## src/rtl/calc_core_param.sv

```systemverilog
// Parametrised hex keypad calculator core: builds two operands from decoded
// key strobes, applies an ALU op, supports result chaining and drives an
// NDIG-digit seven-segment display.
module calc_core_param #(
  parameter int unsigned WIDTH = 8,
  parameter int unsigned NDIG  = 2
) (
  input  logic                clk,
  input  logic                nrst,
  input  logic                key_valid,
  input  logic [4:0]          key_code,
  output logic [7*NDIG-1:0]   ss,
  output logic [WIDTH-1:0]    disp_val,
  output logic                result_valid,
  output logic                ovf,
  output logic                entering_b
);

  localparam int unsigned EXTW = (4 * NDIG > WIDTH) ? 4 * NDIG : WIDTH;

  typedef enum logic [1:0] {
    S_ENTER_A  = 2'd0,
    S_ENTER_B  = 2'd1,
    S_SHOW_RES = 2'd2
  } state_e;

  // Low three bits of the op key codes 0x10..0x14 map directly onto this enum.
  typedef enum logic [2:0] {
    OP_ADD = 3'd0,
    OP_SUB = 3'd1,
    OP_AND = 3'd2,
    OP_OR  = 3'd3,
    OP_XOR = 3'd4
  } op_e;

  state_e           state_q, state_d;
  op_e              op_q, op_d;
  logic [WIDTH-1:0] a_q, a_d, b_q, b_d, res_q, res_d, disp_q, disp_d;
  logic             rv_q, rv_d, ovf_q, ovf_d, eb_q, eb_d;

  logic             is_digit, is_op, is_enter, is_clear;
  logic [WIDTH-1:0] a_shift, b_shift, key_digit;
  logic [WIDTH-1:0] alu_res;
  logic             alu_ovf;
  logic [EXTW-1:0]  disp_ext;

  // Key decode; unlisted codes fall through every branch and change nothing.
  assign is_digit  = key_valid && (key_code[4] == 1'b0);
  assign is_op     = key_valid && (key_code >= 5'h10) && (key_code <= 5'h14);
  assign is_enter  = key_valid && (key_code == 5'h18);
  assign is_clear  = key_valid && (key_code == 5'h1F);
  assign key_digit = WIDTH'(key_code[3:0]);
  assign a_shift   = WIDTH'({a_q, key_code[3:0]});
  assign b_shift   = WIDTH'({b_q, key_code[3:0]});

  // ALU on the current operands; overflow only meaningful for ADD/SUB.
  always_comb begin
    alu_res = '0;
    alu_ovf = 1'b0;
    case (op_q)
      OP_ADD: begin
        alu_res = a_q + b_q;
        alu_ovf = (a_q[WIDTH-1] == b_q[WIDTH-1]) && (alu_res[WIDTH-1] != a_q[WIDTH-1]);
      end
      OP_SUB: begin
        alu_res = a_q - b_q;
        alu_ovf = (a_q[WIDTH-1] != b_q[WIDTH-1]) && (alu_res[WIDTH-1] != a_q[WIDTH-1]);
      end
      OP_AND:  alu_res = a_q & b_q;
      OP_OR:   alu_res = a_q | b_q;
      OP_XOR:  alu_res = a_q ^ b_q;
      default: alu_res = '0;
    endcase
  end

  // Next-state and register updates for the entry/result state machine.
  always_comb begin
    state_d = state_q;
    op_d    = op_q;
    a_d     = a_q;
    b_d     = b_q;
    res_d   = res_q;
    disp_d  = disp_q;
    ovf_d   = ovf_q;
    rv_d    = 1'b0;
    if (is_clear) begin
      state_d = S_ENTER_A;
      op_d    = OP_ADD;
      a_d     = '0;
      b_d     = '0;
      res_d   = '0;
      disp_d  = '0;
      ovf_d   = 1'b0;
    end else begin
      case (state_q)
        S_ENTER_A: begin
          if (is_digit) begin
            a_d    = a_shift;
            disp_d = a_shift;
          end else if (is_op) begin
            op_d    = op_e'(key_code[2:0]);
            b_d     = '0;
            disp_d  = '0;
            state_d = S_ENTER_B;
          end
        end
        S_ENTER_B: begin
          if (is_digit) begin
            b_d    = b_shift;
            disp_d = b_shift;
          end else if (is_op) begin
            op_d = op_e'(key_code[2:0]);
          end else if (is_enter) begin
            res_d   = alu_res;
            ovf_d   = alu_ovf;
            disp_d  = alu_res;
            rv_d    = 1'b1;
            state_d = S_SHOW_RES;
          end
        end
        S_SHOW_RES: begin
          if (is_op) begin
            // Chain: previous result becomes the new first operand.
            a_d     = res_q;
            op_d    = op_e'(key_code[2:0]);
            b_d     = '0;
            state_d = S_ENTER_B;
          end else if (is_digit) begin
            a_d     = key_digit;
            disp_d  = key_digit;
            state_d = S_ENTER_A;
          end
        end
        default: state_d = S_ENTER_A;
      endcase
    end
    eb_d = (state_d == S_ENTER_B);
  end

  // State and datapath registers.
  always_ff @(posedge clk or negedge nrst) begin
    if (!nrst) begin
      state_q <= S_ENTER_A;
      op_q    <= OP_ADD;
      a_q     <= '0;
      b_q     <= '0;
      res_q   <= '0;
      disp_q  <= '0;
      ovf_q   <= 1'b0;
      rv_q    <= 1'b0;
      eb_q    <= 1'b0;
    end else begin
      state_q <= state_d;
      op_q    <= op_d;
      a_q     <= a_d;
      b_q     <= b_d;
      res_q   <= res_d;
      disp_q  <= disp_d;
      ovf_q   <= ovf_d;
      rv_q    <= rv_d;
      eb_q    <= eb_d;
    end
  end

  assign disp_val     = disp_q;
  assign result_valid = rv_q;
  assign ovf          = ovf_q;
  assign entering_b   = eb_q;

  function automatic logic [6:0] hex7(input logic [3:0] n);
    case (n)
      4'h0: hex7 = 7'h3F;  4'h1: hex7 = 7'h06;  4'h2: hex7 = 7'h5B;  4'h3: hex7 = 7'h4F;
      4'h4: hex7 = 7'h66;  4'h5: hex7 = 7'h6D;  4'h6: hex7 = 7'h7D;  4'h7: hex7 = 7'h07;
      4'h8: hex7 = 7'h7F;  4'h9: hex7 = 7'h6F;  4'hA: hex7 = 7'h77;  4'hB: hex7 = 7'h7C;
      4'hC: hex7 = 7'h39;  4'hD: hex7 = 7'h5E;  4'hE: hex7 = 7'h79;  default: hex7 = 7'h71;
    endcase
  endfunction

  // Display nibbles beyond WIDTH read as zero.
  assign disp_ext = EXTW'(disp_q);

  for (genvar i = 0; i < int'(NDIG); i++) begin : g_digit
    assign ss[7*i +: 7] = hex7(disp_ext[4*i +: 4]);
  end

endmodule

```

## config.mk

```make
export PLATFORM = sky130hd
export DESIGN_NAME = calc_core_param
export DESIGN_NICKNAME = d
export VERILOG_FILES = /design/src/rtl/calc_core_param.sv
export SDC_FILE = /design/constraint.sdc
export NUM_CORES = 1
export LEC_CHECK = 0
export CAP_MARGIN = 5
export CORE_ASPECT_RATIO = 0.75
export CORE_MARGIN = 2
export CORE_UTILIZATION = 45
export DETAILED_ROUTE_END_ITERATION = 10
export GPL_TIMING_DRIVEN = 0
export HOLD_SLACK_MARGIN = 0.1
export SYNTH_ARGS = -nofsm -noshare
export SYNTH_HDL_FRONTEND = slang
export SYNTH_SLANG_ARGS = --single-unit
```

## constraint.sdc

```tcl
create_clock -name clk -period 3.35 [get_ports clk]
set_input_delay 1.005 -clock clk [delete_from_list [all_inputs] [get_ports clk]]
set_output_delay 1.005 -clock clk [all_outputs]
set_load 0.1 [all_outputs]
```

# Word level (Yosys, flattened, before mapping)
# Memories as Yosys holds them, arrays and structs flattened.
# Cells that the tools add are included.
# Widths: inputs -> output; s select.
# totals
reg_bits	40
romBits	224
word_cells	110
memories	2
# mem_list
memory	words	word_bits	read_ports	rd_clocked_by_memory_dff	wr	line	text
(name not given)	16	7	1	0	0	171	case (n)
(name not given)	16	7	1	0	0	171	
# classes
add_sub_neg	2
magnitude_cmp	2
eq_ne	25
n_mux	46
bitwise	4
n_reduce_logical	20
# ops
operator	count
$mux 8	18
$pmux 8 s3	2
$pmux 8 s5	1
$mux 2	8
$ne 4x4->1 const B	4
$pmux 8 s2	1
$ne 3x3->1 const B	5
$eq 5x5->1 const B	2
$mux 1	10
$mux 3	3
$add 8x8->8	1
$and 8x8->8	1
$or 8x8->8	1
$sub 8x8->8	1
$xor 8x8->8	1
$logic_and 1x1->1	7
$eq 3x2->1 const B	2
$pmux 2 s3	1
$pmux 3 s2	1
$reduce_and 3->1	2
$reduce_and 6->1	1
$reduce_bool 3->1	2
$ge 5x5->1 const B	1
$le 5x5->1 const B	1
other kinds (17)	22

# Depth between registers and ports, before layout
# Gate-level depths: netlist of the first run.
# logic_depth
word_depth	9
mapped_depth	10
depth_no_buf	9

# Worst setup path before layout of the first run
# OpenSTA, ideal clock, no wires.
# synth_path
path_type	flip-flop to output port
startpoint	register disp_q[5], in the netlist disp_val[5]
endpoint	output port ss[12]
t_arrival_ns	3.240
setup_slack_ns	-0.895
path_stages_with_launch	5
cell_sequence	dfrtp_1 inv_1 ha_1 mux2_2 a21oi_1
# synth_via
elab_chain_cells	1
# synth_lines
element	line	text
from (decl)	38	logic [WIDTH-1:0] a_q, a_d, b_q, b_d, res_q, res_d, disp_q, disp_d;
from (signal assigned)	158	disp_q <= disp_d;
$mem_v2 16x7	--	
to (decl)	12	output logic [7*NDIG-1:0] ss,
# Every way passes these cells.

# Worst setup path in the final report of the first run
# layout_path
startpoint	register disp_q[7], in the netlist disp_val[7]
endpoint	output port ss[12]
# The elaborated chain is that of the path after synthesis.

==> results.rst, run 1 <==
.. list-table::
   :header-rows: 1

   * - Metric
     - Value
   * - Result of the run
     - finished, final reports clean
   * - Worst min path class
     - flip-flop to flip-flop
   * - RSZ-0062 raised after global routing
     - no
   * - Period Utilization, post-route
     - between 90% and 100%
   * - Synth Warn #
     - 0
   * - Nets@finish
     - 543
   * - Max Root-Sink Buffers
     - 2
   * - Layout cells sized above 1
     - 10.55%
   * - Delay contributed by the slowest stage of the critical path
     - 0.56 ns
   * - DRC
     - 0
   * - Logic depth of the worst setup path including buffers
     - 4
   * - Delay-heaviest family, CP
     - buffers and inverters
   * - Worst setup EP type
     - output port
   * - Worst Tran Pin Value
     - approximately 1 ns
   * - Detailed-placement wirelength estimate
     - approximately 8600 um
   * - Async set-or-reset flop fraction in the synthesized netlist
     - 100.0%
   * - Iter 0 DRT Violations
     - 360
   * - Hold violation count in the final report
     - 0
   * - Total global routing overflow
     - 0
   * - Core box area
     - between 7000 and 8000 sq um
   * - Setup CP Type
     - flip-flop to output port
   * - Antenna Violating Nets Remaining
     - 0
   * - I/O pin count
     - 33
   * - Post-Syn Nets
     - 503
   * - Post-DP Area
     - 4218 sq um
   * - Die span in x
     - roughly 110 um
   * - Root buffer cell
     - sky130_fd_sc_hd__clkbuf_8
   * - First-pass GRT wire length
     - 18,040 um
   * - TritonCTS buffer count
     - 5
   * - Routed Wire Length
     - 11,260 um
   * - Clock-pin slew of the registers on the worst-case setup and hold paths
     - 0.08 ns
   * - Average cell area after synthesis
     - 8.155 sq um
   * - Post-route clock skew
     - 0.004652 ns
   * - Max_slew headroom
     - 34.09%
   * - Average routed wire per standard cell
     - 18.82 um
   * - Hold buffers post-CTS
     - 0
   * - Final setup slack of the worst path
     - 0.09552 ns
   * - Proportion of synthesized chip area in sequential cells
     - 27.16%
   * - Post-layout min period
     - 3.254 ns
   * - Max-capacitance violation count
     - 0
   * - Kind of start point of the critical path
     - flip-flop
   * - Number of enable flip-flop cells after synthesis
     - 0
   * - Cell breakdown of the critical path
     - clkbuf_1, mux2_2, a21oi_4, clkdlybuf4s15_2
   * - Number of iterations in the first detailed-routing pass
     - 6
   * - Total track usage
     - 26.72%
   * - Pre-CTS WS
     - -0.4051 ns
   * - Height of the die
     - 82.38 um
   * - Worst hold path depth
     - 2
   * - Die ar.
     - 8939 sq um
   * - Depth of the CTS H-tree
     - 2
   * - Post-synthesis sequential element count
     - 40
   * - Synthesized cell area
     - 3686 sq um
   * - Clock latency of the later-clocked register in the worst-skew pair
     - 0.30 ns
   * - Number of pins with negative max-slew slack in the final report
     - 0
   * - Initial core utilization
     - 46.55%
   * - CTS tree
     - done
   * - Critical Path Fanout Max
     - 10
   * - Number of buffer and inverter stages on the critical path
     - 2
   * - Post-DR vias/cell
     - 6.028
   * - ANT cells
     - 0
   * - Final design instance area without fill
     - around 4300 sq um
   * - Data arrival time of the critical path
     - about 2.3 ns
   * - Maximum number of pins on one net before global-route repair
     - 24
   * - Setup-violating endpoint count in the final report
     - 0
   * - FP Rows
     - 28
   * - Utilization of the core after routing
     - a little over half
   * - Area growth from synthesis to final layout
     - 16.46%
   * - Count of vias placed by the detailed router
     - 3,605
   * - Routability cong.
     - slightly below 0.9
   * - Dominant synthesized flop cell
     - sky130_fd_sc_hd__dfrtp_1
   * - Vias in the first global route
     - 3,295
   * - Synth unique cells
     - 62
   * - Buffers added on ports
     - 32
   * - Sinks on Clock Net
     - 40
   * - Gate Count Post-Synth
     - 452
   * - Initial antenna violation count
     - 0
   * - Slowest-stage cell, CP
     - sky130_fd_sc_hd__clkdlybuf4s15_2
   * - Number of cells traversed by the worst register-to-register path
     - 8
   * - Achievable clock frequency
     - 0.3073 GHz
   * - Required arrival time at the worst endpoint
     - 2.34 ns
## registers in the layout (all words and copies together) (netlist names)
name,count
res_q,8
state_q,2
entering_b,1
op_q,3
b_q,8
a_q,8
result_valid,1
disp_val,8
ovf,1
## metrics by stage
stage | cells | hold slack [ns] | setup TNS (ns)
floorplan | 452 | 0.4686 | -0.04438
global placement | 589 | 0.4866 | -6.104
detailed placement | 590 | 0.4942 | -6.039
CTS | 598 | 0.5154 | 0
global route | 598 | 0.5361 | 0
finish | 598 | 0.5133 | 0
## logic make-up after synthesis
family,count (synthesis),share of synthesized area (%)
buf+inv,65,6.653
simple gates,138,18.67
xor+xnor,3,0.7130
flops,40,27.16
fa+ha+maj,43,15.00
compound gates,147,26.75
mux,16,5.057
## path summary, 6_finish.rpt
check	end	startpoint	slack, ns
worst max-delay path	ss[12]	disp_val[7]	0.1
worst min-delay path	res_q[1]	res_q[1]	0.51
worst max register to register	disp_val[6]	b_q[0]	0.34
worst min register to register	res_q[1]	res_q[1]	0.51
max in group asynchronous	disp_val[6]	nrst	2.20
min in group asynchronous	b_q[4]	nrst	0.64
## worst register-to-register path: stages, from the launching register on
cell	delay, ns
sky130_fd_sc_hd__dfrtp_1	0.47
sky130_fd_sc_hd__ha_1	0.28
sky130_fd_sc_hd__fa_1	0.45
sky130_fd_sc_hd__a21o_1	0.21
sky130_fd_sc_hd__and2_1	0.17
sky130_fd_sc_hd__a311oi_1	0.38
sky130_fd_sc_hd__or4b_4	0.52
sky130_fd_sc_hd__a41oi_2	0.31
sky130_fd_sc_hd__o2bb2ai_1	0.15
## cells in the final DEF (no fill, tap or decap), drive strengths merged, types with 3 or more instances in the layout
cell type | synthesis | layout
ha | 41 | 41
dfrtp | 40 | 40
clkbuf | 23 | 37
inv | 36 | 36
nand2 | 35 | 35
nor2 | 34 | 34
a21oi | 33 | 33
o21ai | 31 | 31
nand3 | 18 | 18
clkdlybuf4s50 | 0 | 17
nor2b | 14 | 14
mux2i | 13 | 13
a211oi | 12 | 12
o31ai | 10 | 10
buf | 6 | 10
o211ai | 8 | 8
a31oi | 8 | 8
nor4 | 6 | 6
a21o | 6 | 6
or2 | 6 | 6
nand2b | 5 | 5
a22oi | 5 | 5
and3 | 4 | 4
a32oi | 4 | 4
a2bb2oi | 4 | 4
o311ai | 4 | 4
and2 | 3 | 3
nor3 | 3 | 3
or4 | 3 | 3
o211a | 3 | 3
clkdlybuf4s15 | 0 | 3
## layout make-up
type	count	area, sq um
fill	772	3625
multi-input combinational	347	2511
sequential	40	1008
timing repair buffer	33	289.0
inverter	36	135.1
tap	105	131.4
buffer	29	110.1
clock buffer	6	72.57
clock inverter	2	35.03
## cells in the mapped netlist, types with 3 or more instances
library cell	n	area (sq um)
sky130_fd_sc_hd__o31ai_1	10	75.07
sky130_fd_sc_hd__a21oi_1	33	165.2
sky130_fd_sc_hd__nor2_1	34	127.6
sky130_fd_sc_hd__nand2b_1	5	31.28
sky130_fd_sc_hd__nand2_1	35	131.4
sky130_fd_sc_hd__o211ai_1	8	60.06
sky130_fd_sc_hd__a21o_1	6	45.04
sky130_fd_sc_hd__buf_1	5	18.77
sky130_fd_sc_hd__dfrtp_1	40	1001
sky130_fd_sc_hd__or4_1	3	22.52
sky130_fd_sc_hd__ha_1	41	513.0
sky130_fd_sc_hd__nand3_1	18	90.09
sky130_fd_sc_hd__and2_1	3	18.77
sky130_fd_sc_hd__o21ai_0	24	120.1
sky130_fd_sc_hd__nor2b_1	14	87.58
sky130_fd_sc_hd__clkbuf_1	23	86.33
sky130_fd_sc_hd__a31oi_1	8	50.05
sky130_fd_sc_hd__a22oi_1	5	37.54
sky130_fd_sc_hd__o211a_1	3	30.03
sky130_fd_sc_hd__o21ai_1	7	35.03
sky130_fd_sc_hd__nor4_1	6	37.54
sky130_fd_sc_hd__a32oi_1	4	35.03
sky130_fd_sc_hd__or2_1	4	25.02
sky130_fd_sc_hd__a2bb2oi_1	4	35.03
sky130_fd_sc_hd__nor3_1	3	15.01
sky130_fd_sc_hd__inv_1	35	131.4
sky130_fd_sc_hd__a211oi_1	12	90.09
sky130_fd_sc_hd__mux2i_1	13	130.1
sky130_fd_sc_hd__and3_1	4	25.02
## routing by layer
| metal | part of all wire, % | vias to the layer above | global-route usage, % |
|---|---|---|---|
| met4 | 2.0 | 0 | 6.282 |
| met1 | 50 | 1696 | 41.34 |
| met5 | 0 | - | 0 |
| met2 | 40 | 171 | 38.25 |
| met3 | 8.1 | 26 | 4.631 |
| li1 | - | 1712 | - |
## repair_timing
item | 4_1_cts | 5_1_grt
endpoints found under the setup margin | 22 | 26
gates resized for setup | 29 | 21
buffers inserted | 0 | 0
Power of run 1 is left out: the tool's default activity adds up to more than one toggle a clock period on the data nets, which glitch-free logic cannot reach.
==> inputs of run 2 (changes only) <==
--- a/config.mk
+++ b/config.mk
@@ -5,7 +5,7 @@
 export SDC_FILE = /design/constraint.sdc
 export NUM_CORES = 1
 export LEC_CHECK = 0
-export CAP_MARGIN = 5
+export CAP_MARGIN = 20
 export CORE_ASPECT_RATIO = 0.75
 export CORE_MARGIN = 2
 export CORE_UTILIZATION = 45
==> results of run 2 <==
The final DEF is identical to that of run 1; final timing and power are the same.
Power of run 2 is left out for the same reason.
==> inputs of run 3 (changes only) <==
--- a/config.mk
+++ b/config.mk
@@ -9,8 +9,8 @@
 export CORE_ASPECT_RATIO = 0.75
 export CORE_MARGIN = 2
 export CORE_UTILIZATION = 45
+export CTS_CLUSTER_DIAMETER = 50
 export DETAILED_ROUTE_END_ITERATION = 10
-export GPL_TIMING_DRIVEN = 0
 export HOLD_SLACK_MARGIN = 0.1
 export SYNTH_ARGS = -nofsm -noshare
 export SYNTH_HDL_FRONTEND = slang
==> results.rst, run 3 (synthesis results as in run 1) <==
.. list-table::
   :header-rows: 1

   * - Metric
     - Value
   * - Delay-heaviest family, CP
     - buffers and inverters
   * - Iter 0 DRT Violations
     - 269
   * - Core box area
     - about 8000 sq um
   * - Die ar.
     - 8939 sq um
   * - Number of buffer and inverter stages on the critical path
     - 4
   * - Worst setup path startpoint
     - disp_val[1]
   * - Number of pins with negative max-slew slack in the final report
     - 0
   * - Number of cells traversed by the worst register-to-register path
     - 8
   * - Logic depth of the worst setup path including buffers
     - 6
   * - Hold violation count in the final report
     - 0
   * - Delay contributed by the slowest stage of the critical path
     - 0.44 ns
   * - TritonCTS buffer count
     - 5
   * - Hold buffers post-CTS
     - 0
   * - Layout cells sized above 1
     - 15.63%
   * - ANT cells
     - 0
   * - Final design instance area without fill
     - 4323 sq um
   * - Data arrival time of the critical path
     - 1.93 ns
   * - Worst Tran Pin Value
     - 0.6685 ns
   * - Post-route clock skew
     - 0.01023 ns
   * - Total track usage
     - between 20% and 30%
   * - RSZ-0062 raised after global routing
     - no
   * - First-pass GRT wire length
     - 17,220 um
   * - Detailed-placement wirelength estimate
     - 8053 um
   * - Most common cell after layout, fill and taps aside
     - sky130_fd_sc_hd__ha_1
   * - Number of resized instances in the post-cts repair step
     - 0
   * - Worst hold path depth
     - 1
   * - Post-layout min period
     - ~2.9 ns
   * - Maximum number of pins on one net before global-route repair
     - 28
   * - Buffers inserted during post-CTS setup optimization
     - 0
   * - Post-DP Area
     - approximately 4200 sq um
   * - Cell breakdown of the critical path
     - inv_1, ha_1, inv_1, mux4_2, inv_1, buf_12
   * - Utilization of the core after routing
     - between 50% and 60%
   * - Most frequent cells in the layout
     - sky130_fd_sc_hd__ha_1 (41), sky130_fd_sc_hd__buf_4 (37), sky130_fd_sc_hd__inv_1 (35), sky130_fd_sc_hd__nand2_1 (35)
   * - Sinks on Clock Net
     - 40
   * - Vias in the first global route
     - 3,246
   * - DRC
     - 0
   * - Worst setup EP type
     - output port
   * - Clock latency of the later-clocked register in the worst-skew pair
     - around 0.30 ns
   * - Result of the run
     - finished, final reports clean
   * - Achievable clock frequency
     - 0.3405 GHz
   * - Period Utilization, post-route
     - 87.66%
   * - Post-Layout Cell Count
     - 585
   * - Worst setup path endpoint
     - ss[3]
   * - Antenna Violating Nets Remaining
     - 0
   * - Post-DR vias/cell
     - ~6
   * - Worst hold margin
     - roughly 0.52 ns
   * - Most repeated library cell on the critical path
     - sky130_fd_sc_hd__inv_1
   * - Kind of start point of the critical path
     - flip-flop
   * - I/O pin count
     - 33
   * - Setup CP Type
     - flip-flop to output port
   * - Nets@finish
     - 530
   * - Count of vias placed by the detailed router
     - between 3,000 and 4,000
   * - Area growth from synthesis to final layout
     - 17.28%
   * - Max-capacitance violation count
     - 0
   * - Total global routing overflow
     - 0
   * - Initial antenna violation count
     - 0
   * - Buffers added on ports
     - 32
   * - Setup-violating endpoint count in the final report
     - 0
   * - Number of iterations in the first detailed-routing pass
     - 5
   * - FF-to-FF End
     - disp_val[6]
   * - Max Root-Sink Buffers
     - 2
   * - Setup slack on the worst flop-to-flop path
     - 0.52 ns
   * - Die span in x
     - about 110 um
   * - FP Rows
     - 28
   * - Initial core utilization
     - 46.55%
   * - Routed Wire Length
     - 10,520 um
   * - CTS tree
     - done
   * - Clock-pin slew of the registers on the worst-case setup and hold paths
     - 0.09 ns
   * - Max_slew headroom
     - between 50% and 60%
   * - Depth of the CTS H-tree
     - 2
   * - Post-placement cell count
     - 577
   * - Root buffer cell
     - sky130_fd_sc_hd__clkbuf_8
   * - R2r startpoint
     - b_q[0]
   * - Worst min path class
     - flip-flop to flip-flop
   * - Height of the die
     - 82.38 um
   * - Critical Path Fanout Max
     - 6
   * - Routability cong.
     - 0.8732
   * - Slowest-stage cell, CP
     - sky130_fd_sc_hd__mux4_2
   * - Average routed wire per standard cell
     - 17.98 um
   * - Required arrival time at the worst endpoint
     - 2.34 ns
run 3: changes by cell type in the layout (fill, tap and decap cells not counted), moves of 3 or more:
cell                              delta
sky130_fd_sc_hd__clkdlybuf4s15_2     -3
sky130_fd_sc_hd__buf_1               -5
sky130_fd_sc_hd__clkdlybuf4s50_1    -11
sky130_fd_sc_hd__buf_4              +37
sky130_fd_sc_hd__buf_2               -3
sky130_fd_sc_hd__clkbuf_1           -23
sky130_fd_sc_hd__buf_12              +4
sky130_fd_sc_hd__clkbuf_2            -8
run 3: layout make-up:
cell class | count | area, sq um
flip-flops and latches | 40 | 1008
well taps | 105 | 131.4
clock inverters | 2 | 35.03
fillers | 783 | 3595
multi-input cells | 347 | 2497
inverters | 36 | 135.1
repair buffers | 49 | 442.9
clock buffers | 6 | 72.57
run 3: metrics by stage:
stage,worst slack [ns],setup TNS (ns)
2_1_floorplan,-0.04438,-0.04438
3_3_place_gp,0.2289,0
3_5_place_dp,0.1592,0
4_1_cts,0.4013,0
5_1_grt,0.3010,0
6_report,0.4134,0
run 3: worst min-delay path by stage:
stage               startpoint  endpoint  slack, ns
global placement      res_q[6]  res_q[6]       0.49
CTS                   res_q[6]  res_q[6]       0.52
detailed placement    res_q[6]  res_q[6]       0.49
floorplan             res_q[0]  res_q[0]       0.47
global route          res_q[3]  res_q[3]       0.54
finish                res_q[6]  res_q[6]       0.52
run 3: routing by layer:
metal	track usage, %	wire (um)
met3	4.239	725
met4	5.385	103
met2	37.88	4461
met1	37.29	5227
met5	0	0
Power of run 3 is left out for the same reason.
